**config.mk**
```make
export PLATFORM = sky130hd
export DESIGN_NAME = nibble_serial_adder
export DESIGN_NICKNAME = d
export VERILOG_FILES = /design/src/rtl/nibble_serial_adder_pkg.sv /design/src/rtl/nibble_serial_adder_propagate_adder.sv /design/src/rtl/nibble_serial_adder.sv
export SDC_FILE = /design/constraint.sdc
export NUM_CORES = 1
export LEC_CHECK = 0
export CAP_MARGIN = 10
export CORE_MARGIN = 2
export CORE_UTILIZATION = 42
export DETAILED_ROUTE_END_ITERATION = 12
export PLACE_DENSITY_LB_ADDON = 0.1
export SLEW_MARGIN = 40
export SYNTH_ARGS = -nofsm -noshare
export SYNTH_HDL_FRONTEND = slang
export SYNTH_SLANG_ARGS = --single-unit
```
**constraint.sdc**
```tcl
create_clock -name clk -period 4.9 [get_ports clk]
set_clock_uncertainty 0.05 [all_clocks]
set_input_delay 0.49 -clock clk [delete_from_list [all_inputs] [get_ports clk]]
set_output_delay 0.49 -clock clk [all_outputs]
set_load 0.01 [all_outputs]
```
**src/rtl/nibble_serial_adder_pkg.sv**
```systemverilog
// Shared constants and FSM state encoding for the nibble-serial adder.
package nibble_serial_adder_pkg;

  localparam int NIB_W = 4;

  typedef enum logic [1:0] {
    S_IDLE = 2'd0,
    S_RUN  = 2'd1,
    S_DONE = 2'd2
  } state_t;

endpackage

```
**src/rtl/nibble_serial_adder_propagate_adder.sv**
```systemverilog
// One-nibble adder with carry in/out; the serial adder reuses it once per RUN cycle.
module propagate_adder
  import nibble_serial_adder_pkg::*;
(
  input  logic [NIB_W-1:0] a,
  input  logic [NIB_W-1:0] b,
  input  logic             cin,
  output logic [NIB_W-1:0] sum,
  output logic             carry
);

  assign {carry, sum} = {1'b0, a} + {1'b0, b} + {{NIB_W{1'b0}}, cin};

endmodule

```
**src/rtl/nibble_serial_adder.sv**
```systemverilog
// Multi-cycle WIDTH-bit adder: one nibble per cycle through a shared 4-bit adder,
// carry chained through a register, valid/ready on both sides.
module nibble_serial_adder
  import nibble_serial_adder_pkg::*;
#(
  parameter int WIDTH = 16
) (
  input  logic             clk,
  input  logic             rst_n,
  input  logic             in_valid,
  output logic             in_ready,
  input  logic [WIDTH-1:0] a,
  input  logic [WIDTH-1:0] b,
  input  logic             cin,
  output logic             out_valid,
  input  logic             out_ready,
  output logic [WIDTH-1:0] sum,
  output logic             cout,
  output logic             busy
);

  localparam int NIBBLES = WIDTH / NIB_W;
  localparam int IDXW    = $clog2(NIBBLES) + 1;
  localparam logic [IDXW-1:0] IDX_LAST = IDXW'(NIBBLES - 1);

  if ((WIDTH % NIB_W) != 0 || WIDTH < NIB_W) begin : g_bad_width
    $error("nibble_serial_adder: WIDTH must be a multiple of 4 and >= 4");
  end

  state_t           state;
  logic [WIDTH-1:0] a_reg;
  logic [WIDTH-1:0] b_reg;
  logic [WIDTH-1:0] sum_reg;
  logic             carry_reg;
  logic [IDXW-1:0]  idx;

  logic [NIB_W-1:0] nib_a;
  logic [NIB_W-1:0] nib_b;
  logic [NIB_W-1:0] nib_sum;
  logic             nib_carry;

  assign nib_a = a_reg[NIB_W*idx +: NIB_W];
  assign nib_b = b_reg[NIB_W*idx +: NIB_W];

  propagate_adder u_adder (
    .a     (nib_a),
    .b     (nib_b),
    .cin   (carry_reg),
    .sum   (nib_sum),
    .carry (nib_carry)
  );

  // in_ready is registered so it stays low through reset and rises on the first edge after release.
  always_ff @(posedge clk or negedge rst_n) begin
    if (!rst_n) begin
      state     <= S_IDLE;
      a_reg     <= '0;
      b_reg     <= '0;
      sum_reg   <= '0;
      carry_reg <= 1'b0;
      idx       <= '0;
      cout      <= 1'b0;
      out_valid <= 1'b0;
      in_ready  <= 1'b0;
    end else begin
      case (state)
        S_IDLE: begin
          if (in_valid && in_ready) begin
            a_reg     <= a;
            b_reg     <= b;
            carry_reg <= cin;
            idx       <= '0;
            in_ready  <= 1'b0;
            state     <= S_RUN;
          end else begin
            in_ready <= 1'b1;
          end
        end
        S_RUN: begin
          sum_reg[NIB_W*idx +: NIB_W] <= nib_sum;
          carry_reg                   <= nib_carry;
          // idx parks on the last nibble instead of wrapping.
          if (idx == IDX_LAST) begin
            cout      <= nib_carry;
            out_valid <= 1'b1;
            state     <= S_DONE;
          end else begin
            idx <= idx + IDXW'(1);
          end
        end
        S_DONE: begin
          if (out_ready) begin
            out_valid <= 1'b0;
            in_ready  <= 1'b1;
            state     <= S_IDLE;
          end
        end
        default: state <= S_IDLE;
      endcase
    end
  end

  assign sum  = sum_reg;
  assign busy = (state != S_IDLE);

endmodule

```
==> impl_results.md <==
* Die width at between 80 and 90 µm
* Crit-path max FO at 21
* First-pass GRT wire length at 8914 µm
* Fin. Hold Viols at 0
* Count of cell types in the netlist at 44
* Postcts setup bufs at 0
* M1 GR Usage at 0.2125
* Count of final setup violators at 0
* Sequential area share after synthesis at 0.5071
* # fillers at 560
* Worst slew pin tran at 0.7235 ns
* WP data required at between 5 and 6 ns
* Max-slew violation count at 0
* Port bufs at 56
* IO Count at 57
* Antenna violations before repair at 0
* CTS buffer count at 9
* Total Nets Final at 312
* Failing checks: DRC
* DP Area at between 3000 and 4000 µm²
* Kind of critical path: flop to flop
* CTS root buf: clkbuf_8
* Worst-case clock buffer depth at 2
* Critical Path AT at between 3 and 4 ns
* Slew HR at 0.5177
* Hpwl dp at 3674 µm
* Net Sw Frac at 0.3708
* Clock power share at 0.157
* Antenna viol nets, final at 0
* Die area at 7368 µm²
* Initial Utilization at 0.4380
* Detailed Route Iter0 Violations at 44
* Total core area at around 6400 µm²
* Ant. Diodes at 0
* Syn Nets at between 200 and 300
* GR peak layer: met2
* CP startpoint: idx[0]
* Yosys reg bits at 57
* Area growth, synth to finish at 27.18%
* Seq pwr share at 0.347
* Maximum clock rate at between 0.3 and 0.4 GHz
* P_sw at between 0.9 and 1 mW
* Syn Area/Cell at 13.79 µm²
* Max_cap viols at 0
* Met2 Track Usage GR at 0.2386
* Clock sink count at between 50 and 60
* Worst setup SP type: flop
* Vias/cell at 5.232
* Die H at 85.84 µm
* Fin crit share at 0.6149
* RSZ-0062 raised after global routing: no
* P_int at 1.550 mW
* Static Leakage at 1.551 nW
* Non-Filler Instances at about 350
* Critical path capture point type: flop
* Yosys Warn Count at 0
* Vias in the first global route at 1829
* Total power at 2.463 mW
* R2R Setup Slk at 1.89 ns
* CTS tree: done
* Drt wl/cell at 15.24 µm
* Drt pass-1 iters at 8
* Number of synthesized flops with an enable pin at 0
* Cell Area, Synth at approximately 2800 µm²
* DR vias at 1805
* Syn Inst Count at 204
* Pin count of the biggest net entering global routing at 58
* DRC at 4
* Min-Delay Path Class: input port to async pin
* Clock insertion delay at the later pin of the skew report at approximately 0.33 ns
* Final WL at 5257 µm
* Clock-pin slew on the worst setup and hold paths at 0.06 ns
* R2R Path Start: idx[0]
* CTS resizes at 0
* GRT met3 Usage at 0.05197
* Sum Neg Setup Slack at 0 ns
* Share of cells above drive strength 1 at 0.2351
* # hold bufs at CTS at 0
* GP Congestion at ~0.75
* Async SR Flop Fraction at 1.000
* Pwr Density at 688.5 nW/µm²
* Most used DFF post-synth: dfrtp_1
* H-tree depth at 3
* Max VDD drop at 0.2803 mV
* Global Route Usage Sum at 0.1586
* Comb pwr share at 0.497
* Rows at 29
* Outcome: complete, but fails checks
* Post-layout min period at approximately 3.0 ns
* GR Overflow Total at 0
* Design Area, Final at 3577 µm²
* Placed Cells at 329
-- routing by layer --
layer | vias to the layer above | routed length [µm]
met4 | 0 | 87
met5 | - | 0
met3 | 8 | 214
li1 | 865 | -
met1 | 885 | 2484
met2 | 47 | 2471
-- cells in the mapped netlist, drive strengths merged (2+ instances only) --
library cell	number	area, µm²
mux2i	4	40.04
nand2b	2	15.02
nand3	4	20.02
a21oi	3	15.01
o21ai	8	40.04
o41ai	3	33.79
buf	8	70.06
nand4b	3	47.54
mux4	8	206.5
nor2	4	15.01
inv	7	26.28
mux2	34	382.9
nand2	16	60.06
and2	8	50.05
o22ai	2	12.51
ha	10	125.1
fa	2	40.04
o31ai	3	22.52
a22o	2	17.52
dfrtp	57	1426
-- worst max-delay path, cell delays in order, from the launching register on --
cell and delay (ns):
dfrtp_2 0.68, mux4_1 0.61, and2_1 0.18, fa_1 0.42
fa_1 0.41, xnor2_1 0.37, o31ai_1 0.14
-- final timing paths --
path | endpoint | depth (start not counted)
min in group clk | sum[14] | 2
worst max register to register | sum[6] | 6
worst max-delay path | sum[6] | 6
worst min register to register | sum[14] | 2
max in group asynchronous | idx[0] | 2
worst min-delay path | sum[13] | 2
-- power by group through the flow --
stage | sequential [mW] | clock [mW] | combinational (mW)
after floorplan | 0.793 | 0 | 0.959
after global placement | 0.862 | 0 | 1.22
after detailed placement | 0.868 | 0 | 1.24
after CTS | 0.860 | 0.400 | 1.25
after global routing | 0.887 | 0.420 | 1.36
final | 0.853 | 0.386 | 1.22
-- logic make-up after synthesis --
group           synth area share
xor+xnor                0.003114
simple gates              0.1063
buf+inv                  0.03559
flops                     0.5071
mux                       0.2238
compound gates           0.06540
fa+ha+maj                0.05872
-- stage by stage --
stage,setup slack [ns],utilization,hold slack [ns]
global route,1.687,0.5570,0.2963
CTS,1.856,0.5570,0.2648
detailed placement,1.867,0.5299,0.4160
finish,1.887,0.5570,0.2383
floorplan,2.235,-,0.1444
global placement,1.625,0.5291,0.4144
-- cells in the final DEF, fill, tap and decap left out, types with 2 or more instances in the layout --
cell type / Yosys / routed
dfrtp_1: 57 / 56
clkdlybuf4s50_1: 0 / 55
mux2_2: 34 / 34
nand2_1: 16 / 16
clkbuf_8: 0 / 11
ha_1: 10 / 10
and2_1: 8 / 8
o21ai_0: 8 / 8
inv_1: 7 / 7
mux4_1: 7 / 7
nor2_1: 4 / 4
nand3_1: 4 / 4
mux2i_1: 4 / 4
a21oi_1: 3 / 3
o31ai_1: 3 / 3
clkinv_2: 0 / 3
o41ai_1: 2 / 2
o22ai_1: 2 / 2
a22o_1: 2 / 2
fa_1: 2 / 2
clkbuf_1: 1 / 2
-- final cells by class --
cell class / count / area (µm²) / share of cell area
Sequential cell: 57 / 1428 / 0.3991
Inverter: 7 / 26.28 / 0.007345
Clock inverter: 3 / 15.01 / 0.004197
Clock buffer: 13 / 158.9 / 0.04442
Multi-Input combinational cell: 131 / 1290 / 0.3606
Timing Repair Buffer: 57 / 563.0 / 0.1574
Tap cell: 77 / 96.34 / 0.02693
Note: power is estimated with default switching activity, not from simulation.
